**src/rtl/mips_pkg.sv**
```systemverilog
// Shared MIPS decode definitions: opcode/funct codes, ALU op encoding and
// the ID/EX pipeline register payload.
package mips_pkg;

    localparam int unsigned XLEN   = 32;
    localparam int unsigned REG_AW = 5;

    localparam logic [5:0] OP_RTYPE = 6'h00;
    localparam logic [5:0] OP_BEQ   = 6'h04;
    localparam logic [5:0] OP_ADDI  = 6'h08;
    localparam logic [5:0] OP_LW    = 6'h23;
    localparam logic [5:0] OP_SW    = 6'h2B;

    localparam logic [5:0] FN_ADD = 6'h20;
    localparam logic [5:0] FN_SUB = 6'h22;
    localparam logic [5:0] FN_AND = 6'h24;
    localparam logic [5:0] FN_OR  = 6'h25;
    localparam logic [5:0] FN_SLT = 6'h2A;

    typedef enum logic [2:0] {
        ALU_ADD = 3'd0,
        ALU_SUB = 3'd1,
        ALU_AND = 3'd2,
        ALU_OR  = 3'd3,
        ALU_SLT = 3'd4
    } alu_op_t;

    typedef struct packed {
        logic              valid;
        logic [XLEN-1:0]   pc;
        logic [XLEN-1:0]   rs_data;
        logic [XLEN-1:0]   rt_data;
        logic [XLEN-1:0]   imm;
        logic [REG_AW-1:0] rs;
        logic [REG_AW-1:0] rt;
        logic [REG_AW-1:0] rd;
        alu_op_t           alu_op;
        logic              alu_src;
        logic              mem_read;
        logic              mem_write;
        logic              reg_write;
        logic              branch;
        logic              illegal;
    } id_ex_t;

    function automatic logic [XLEN-1:0] sign_ext16(input logic [15:0] v);
        return {{16{v[15]}}, v};
    endfunction

endpackage

```
**src/rtl/register_file.sv**
```systemverilog
// 32x32 register file, two async read ports, one sync write port.
// Reg 0 reads as zero; a same-cycle write to a read register is forwarded.
// Ports: clk, rst (async, active-high), rs_addr/rt_addr -> rs_data/rt_data,
//        we/wa/wd write port.
module register_file
    import mips_pkg::*;
#(
    parameter int unsigned REG_COUNT = 32
) (
    input  logic              clk,
    input  logic              rst,
    input  logic [REG_AW-1:0] rs_addr,
    input  logic [REG_AW-1:0] rt_addr,
    output logic [XLEN-1:0]   rs_data,
    output logic [XLEN-1:0]   rt_data,
    input  logic              we,
    input  logic [REG_AW-1:0] wa,
    input  logic [XLEN-1:0]   wd
);

    logic [XLEN-1:0] regs [REG_COUNT];

    // Storage; reg 0 is never written
    always_ff @(posedge clk or posedge rst) begin
        if (rst) begin
            for (int i = 0; i < int'(REG_COUNT); i++) begin
                regs[i] <= '0;
            end
        end else if (we && wa != '0) begin
            regs[wa] <= wd;
        end
    end

    // Read ports with write-through bypass
    always_comb begin
        rs_data = regs[rs_addr];
        if (rs_addr == '0) begin
            rs_data = '0;
        end else if (we && wa == rs_addr) begin
            rs_data = wd;
        end
    end

    always_comb begin
        rt_data = regs[rt_addr];
        if (rt_addr == '0) begin
            rt_data = '0;
        end else if (we && wa == rt_addr) begin
            rt_data = wd;
        end
    end

endmodule

```
**src/rtl/instruction_decode.sv**
```systemverilog
// MIPS ID stage: IF/ID register, field decode, register-file read,
// load-use hazard detection and the registered ID/EX bundle.
// Ports: clk, rst (async, active-high); instr/pc_in from fetch; flush from
//        branch resolution; wb_* write-back port; stall_fetch (combinational)
//        back to fetch; id_* registered ID/EX fields to execute.
module instruction_decode
    import mips_pkg::*;
#(
    parameter int unsigned REG_COUNT = 32
) (
    input  logic        clk,
    input  logic        rst,
    input  logic [31:0] instr,
    input  logic [31:0] pc_in,
    input  logic        flush,
    input  logic        wb_reg_write,
    input  logic [4:0]  wb_rd,
    input  logic [31:0] wb_data,
    output logic        stall_fetch,
    output logic        id_valid,
    output logic [31:0] id_pc,
    output logic [31:0] id_rs_data,
    output logic [31:0] id_rt_data,
    output logic [31:0] id_imm,
    output logic [4:0]  id_rs,
    output logic [4:0]  id_rt,
    output logic [4:0]  id_rd,
    output logic [2:0]  id_alu_op,
    output logic        id_alu_src,
    output logic        id_mem_read,
    output logic        id_mem_write,
    output logic        id_reg_write,
    output logic        id_branch,
    output logic        id_illegal
);

    logic [XLEN-1:0]   ifid_instr;
    logic [XLEN-1:0]   ifid_pc;
    logic              ifid_valid;
    logic [XLEN-1:0]   rf_rs_data;
    logic [XLEN-1:0]   rf_rt_data;
    logic [REG_AW-1:0] dest;
    logic              uses_rt;
    logic              hazard;
    id_ex_t            dec;
    id_ex_t            id_ex_q;

    // IF/ID register: flush squashes, stall holds
    always_ff @(posedge clk or posedge rst) begin
        if (rst) begin
            ifid_instr <= '0;
            ifid_pc    <= '0;
            ifid_valid <= 1'b0;
        end else if (flush) begin
            ifid_valid <= 1'b0;
        end else if (!stall_fetch) begin
            ifid_instr <= instr;
            ifid_pc    <= pc_in;
            ifid_valid <= 1'b1;
        end
    end

    register_file #(.REG_COUNT(REG_COUNT)) u_rf (
        .clk     (clk),
        .rst     (rst),
        .rs_addr (ifid_instr[25:21]),
        .rt_addr (ifid_instr[20:16]),
        .rs_data (rf_rs_data),
        .rt_data (rf_rt_data),
        .we      (wb_reg_write),
        .wa      (wb_rd),
        .wd      (wb_data)
    );

    // Field and control decode of the IF/ID instruction
    always_comb begin
        dec         = '0;
        uses_rt     = 1'b0;
        dest        = ifid_instr[20:16];
        dec.valid   = ifid_valid;
        dec.pc      = ifid_pc;
        dec.rs      = ifid_instr[25:21];
        dec.rt      = ifid_instr[20:16];
        dec.rs_data = rf_rs_data;
        dec.rt_data = rf_rt_data;
        dec.imm     = sign_ext16(ifid_instr[15:0]);
        case (ifid_instr[31:26])
            OP_RTYPE: begin
                uses_rt = 1'b1;
                dest    = ifid_instr[15:11];
                dec.reg_write = 1'b1;
                case (ifid_instr[5:0])
                    FN_ADD:  dec.alu_op = ALU_ADD;
                    FN_SUB:  dec.alu_op = ALU_SUB;
                    FN_AND:  dec.alu_op = ALU_AND;
                    FN_OR:   dec.alu_op = ALU_OR;
                    FN_SLT:  dec.alu_op = ALU_SLT;
                    default: begin
                        dec.reg_write = 1'b0;
                        dec.illegal   = 1'b1;
                    end
                endcase
            end
            OP_ADDI: begin
                dec.alu_src   = 1'b1;
                dec.reg_write = 1'b1;
            end
            OP_LW: begin
                dec.alu_src   = 1'b1;
                dec.mem_read  = 1'b1;
                dec.reg_write = 1'b1;
            end
            OP_SW: begin
                uses_rt       = 1'b1;
                dec.alu_src   = 1'b1;
                dec.mem_write = 1'b1;
            end
            OP_BEQ: begin
                uses_rt    = 1'b1;
                dec.alu_op = ALU_SUB;
                dec.branch = 1'b1;
            end
            default: dec.illegal = 1'b1;
        endcase
        dec.rd = dest;
        if (dest == '0) begin
            dec.reg_write = 1'b0;
        end
    end

    // Load in ID/EX whose destination feeds the instruction in IF/ID
    assign hazard = ifid_valid & id_ex_q.valid & id_ex_q.mem_read
                  & (id_ex_q.rd != '0)
                  & ((id_ex_q.rd == dec.rs) | (uses_rt & (id_ex_q.rd == dec.rt)));

    assign stall_fetch = hazard & ~flush;

    // ID/EX register; an empty IF/ID slot also produces an all-zero bubble
    always_ff @(posedge clk or posedge rst) begin
        if (rst) begin
            id_ex_q <= '0;
        end else if (flush || hazard || !ifid_valid) begin
            id_ex_q <= '0;
        end else begin
            id_ex_q <= dec;
        end
    end

    assign id_valid     = id_ex_q.valid;
    assign id_pc        = id_ex_q.pc;
    assign id_rs_data   = id_ex_q.rs_data;
    assign id_rt_data   = id_ex_q.rt_data;
    assign id_imm       = id_ex_q.imm;
    assign id_rs        = id_ex_q.rs;
    assign id_rt        = id_ex_q.rt;
    assign id_rd        = id_ex_q.rd;
    assign id_alu_op    = id_ex_q.alu_op;
    assign id_alu_src   = id_ex_q.alu_src;
    assign id_mem_read  = id_ex_q.mem_read;
    assign id_mem_write = id_ex_q.mem_write;
    assign id_reg_write = id_ex_q.reg_write;
    assign id_branch    = id_ex_q.branch;
    assign id_illegal   = id_ex_q.illegal;

endmodule

```
**config.mk**
```make
export PLATFORM = sky130hd
export DESIGN_NAME = instruction_decode
export DESIGN_NICKNAME = d
export VERILOG_FILES = /design/src/rtl/mips_pkg.sv /design/src/rtl/register_file.sv /design/src/rtl/instruction_decode.sv
export SDC_FILE = /design/constraint.sdc
export NUM_CORES = 2
export LEC_CHECK = 0
export BUFFER_PORTS_ARGS = -buffer_cell sky130_fd_sc_hd__buf_2
export CAP_MARGIN = 20
export CORE_MARGIN = 1.5
export CORE_UTILIZATION = 50
export DETAILED_ROUTE_END_ITERATION = 8
export GPL_TIMING_DRIVEN = 0
export PLACE_DENSITY = 0.64
export SYNTH_ARGS = -nofsm -noshare
export SYNTH_HDL_FRONTEND = slang
export SYNTH_SLANG_ARGS = --single-unit
```
**constraint.sdc**
```tcl
create_clock -name clk -period 96.7 [get_ports clk]
set_input_delay 4.835 -clock clk [delete_from_list [all_inputs] [get_ports clk]]
set_output_delay 4.835 -clock clk [all_outputs]
set_load 0.01 [all_outputs]
```
==> summary.txt <==
Synth
  • Top-count cell post-synth: dfrtp_1
  • Most used DFF post-synth: dfrtp_1
  • Number of synthesized flops with an enable pin: 0
  • List of most frequent post-synthesis cells: dfrtp_1 (1,226), mux2_2 (1,037), mux4_2 (539)
  • Register area share after synthesis: 50.2%
  • Synth top area cells: dfrtp_1 (50%), mux4_2 (20%), mux2_2 (19%), clkbuf_1 (1.8%), nor3_1 (0.81%)
  • Ys Warns: 0
  • Mapped cell area: 0.0611 mm²
  • Gate Count Post-Synth: 3,973
  • Asr flop ratio synth: 100%
  • Synth area leader: dfrtp_1
  • Post-synth top area share: 50.2%
  • Post-Syn Area per Cell: 15.4 µm²
  • Synth cell types: 53
  • Synth Register Bits: 1,226
  • Post-Syn Nets: 4,078

Timing
  • Final min period: 10.07 ns
  • Final Setup Violations: 0
  • Fin crit share: 10.4%
  • Final Hold Violating Endpoints: 0
  • Final hold slack: 0.468 ns
  • Normalized max-slew margin: 13.7%
  • Worst-margin pin slew: 1.29 ns
  • RSZ-0062 raised after global routing: false
  • Clock skew: 0.0263 ns
  • Fmax achieved: 0.0993 GHz
  • Setup TNS: 0 ns
  • Max Slew Vio Count: 0

Detailed routing
  • Detailed Routing Iterations Pass 1: 6
  • DR iter-0 viols: 4,608
  • DRT antenna net count: 0
  • Vias: 40,300
  • Vias per inst: 6.53
  • Final WL: 204,000 µm
  • WL per Instance: 33.0 µm
  • Drc violations: 0

Place
  • Cells after DPL: 5,903
  • Number of I/O port buffers: 253
  • Gpl congestion: 0.935
  • Hpwl dp: 143,000 µm

Floorplan
  • Die width: 353 µm
  • # IOs: 259
  • Standard-cell row count: 128
  • Die height: 353 µm
  • Core Area: 0.122 mm²
  • Die area: 0.124 mm²
  • Initial Util: 50.3%

Critical path
  • Worst r2r dst: id_rt_data[30]$_DFF_PP0_
  • CP required: 91.86 ns
  • Worst R2R Setup Slack: 91.86 ns
  • CP Max Fanout: 3
  • Crit path to: stall_fetch
  • Worst reg2reg path depth: 10
  • CP arrival: 5.24 ns
  • Worst Setup End Kind: output pin
  • CP startpoint: flush
  • RR Startpoint: ifid_instr[17]$_DFFE_PP0P_
  • CP Launch Type: input port
  • Critical path type: input port to output pin

CTS
  • TritonCTS clock tree: yes
  • Resized Gates After CTS: 0
  • Post-CTS Setup Inserts: 0
  • CTS Buf Count: 139
  • H-tree depth: 4
  • Clock sink count: 1,226
  • Clk buf depth: 3
  • Post-cts hold buffer count: 0
  • Skew-Pair Late Insertion Delay: 0.78 ns
  • Root Driver: clkbuf_16
  • Worst-path clk slew: 0.06 ns

Global routing
  • Initial antenna violation count: 5
  • First-pass GRT wire length: 293,000 µm
  • Grt ovf: 0
  • Vias in the first global route: 40,900
  • Largest net degree at the start of global routing: 129
  • GRT Resource Usage Total: 33.2%

Final layout
  • Post-Layout Cell Count: 6,166
  • Fin nets: 4,534
  • Fin util: 57.6%
  • Layout cell share with drive strength beyond 1: 48.7%
  • Fill cell total of the finished layout: 9,744
  • Synth-to-layout area growth: 14.6%

Worst hold path
  • Worst hold path type: flip-flop to flip-flop

Pwr
  • P_leak: 30.6 nW
  • Worst vdd ir: 0.0000217 V
  • Cell Pwr Density: 21.7 mW/mm²

Job
  • Maxcap violations: 0

Run status
  • Status: finished, final reports clean
cell families after synthesis:
kind of cell    count (synthesis)  synth area share (%)
compound gates                246                  3.09
buf+inv                       464                  3.17
simple gates                  379                  3.17
xor+xnor                       20                 0.287
flops                        1226                  50.2
mux                          1638                  40.0
per-layer routing:
metal  up-vias  global-route usage (%)  part of all wire [%]
met5         -                       0                     0
met4         0                    17.1                   5.7
met3       508                    8.34                   9.2
met2      1972                    51.0                    46
met1     21600                    43.9                    39
li1      16200                       -                     -
final cells by class:
class	instances	area (µm²)	share of cell area, %
clock inverters	39	372	0.531
diodes	10	25.0	0.0358
repair buffers	315	2360	3.38
well taps	1625	2030	2.91
plain buffers	458	1920	2.75
flip-flops and latches	1226	30700	43.8
multi-input cells	2283	28500	40.7
inverters	6	30.0	0.0429
clock buffers	204	4100	5.86
how the worst min path moves through the flow:
stage / start / to / slack [ns] / depth (start not counted)
after detailed placement: ifid_pc[15]$_DFFE_PP0P_ / id_pc[15]$_DFF_PP0_ / 0.46 / 1
after CTS: ifid_pc[17]$_DFFE_PP0P_ / id_pc[17]$_DFF_PP0_ / 0.48 / 1
final: ifid_pc[15]$_DFFE_PP0P_ / id_pc[15]$_DFF_PP0_ / 0.47 / 1
after global routing: u_rf.regs[1015]$_DFFE_PP0P_ / u_rf.regs[1015]$_DFFE_PP0P_ / 0.49 / 1
after floorplan: u_rf.regs[1000]$_DFFE_PP0P_ / u_rf.regs[1000]$_DFFE_PP0P_ / 0.44 / 1
after global placement: ifid_pc[17]$_DFFE_PP0P_ / id_pc[17]$_DFF_PP0_ / 0.45 / 1
metrics by stage:
step	instance area (µm²)	worst slack [ns]	total power, mW
global route	70000	86.60	1.57
CTS	69800	86.63	1.52
floorplan	61100	57.32	0.893
detailed placement	65300	86.63	0.993
finish	70000	86.63	1.52
global placement	64400	42.95	0.982
where the power goes:
group          internal, mW  leakage (nW)  total, mW  switching (mW)
Clock                 0.306          2.22      0.524           0.218
Sequential            0.601          15.8      0.661          0.0599
Combinational         0.184          12.7      0.330           0.146
Total                  1.09          30.6       1.52           0.424
worst max-delay path, cell delays in order:
cell and delay (ns):
buf_2 0.13, a21oi_1 0.11, buf_2 0.17
cell usage in the layout, fill, tap and decap left out, types with 5 or more instances in the layout:
cell type and count:
nor2_1 91, buf_2 319, mux2_2 1037, mux2_1 20
a21oi_1 44, buf_6 12, clkbuf_8 29, a22o_1 31
nor4_1 12, a22oi_1 63, and2_1 56, mux4_2 539
a221o_1 31, nor3_1 99, a211oi_1 32, bufinv_16 5
xor2_1 11, o221ai_1 31, nand3b_1 7, inv_6 6
buf_8 39, diode_2 10, buf_1 71, mux2i_1 42
clkinv_2 24, dfrtp_1 1226, nand3_1 11, nor2b_1 5
nand2_1 56, xnor2_1 9, clkbuf_1 326, nor3b_1 7
and3_1 8, clkbuf_16 143, buf_16 16, buf_4 19
sequential cells by signal, summed over array words and instances (netlist names), 3 cells and up:
signal,flops
id_rt,5
id_rs,5
id_rt_data,32
id_pc,32
ifid_pc,32
id_rs_data,32
id_alu_op,3
id_rd,5
u_rf.regs,1024
id_imm,16
ifid_instr,32
Note: power is estimated with default switching activity, not from simulation.
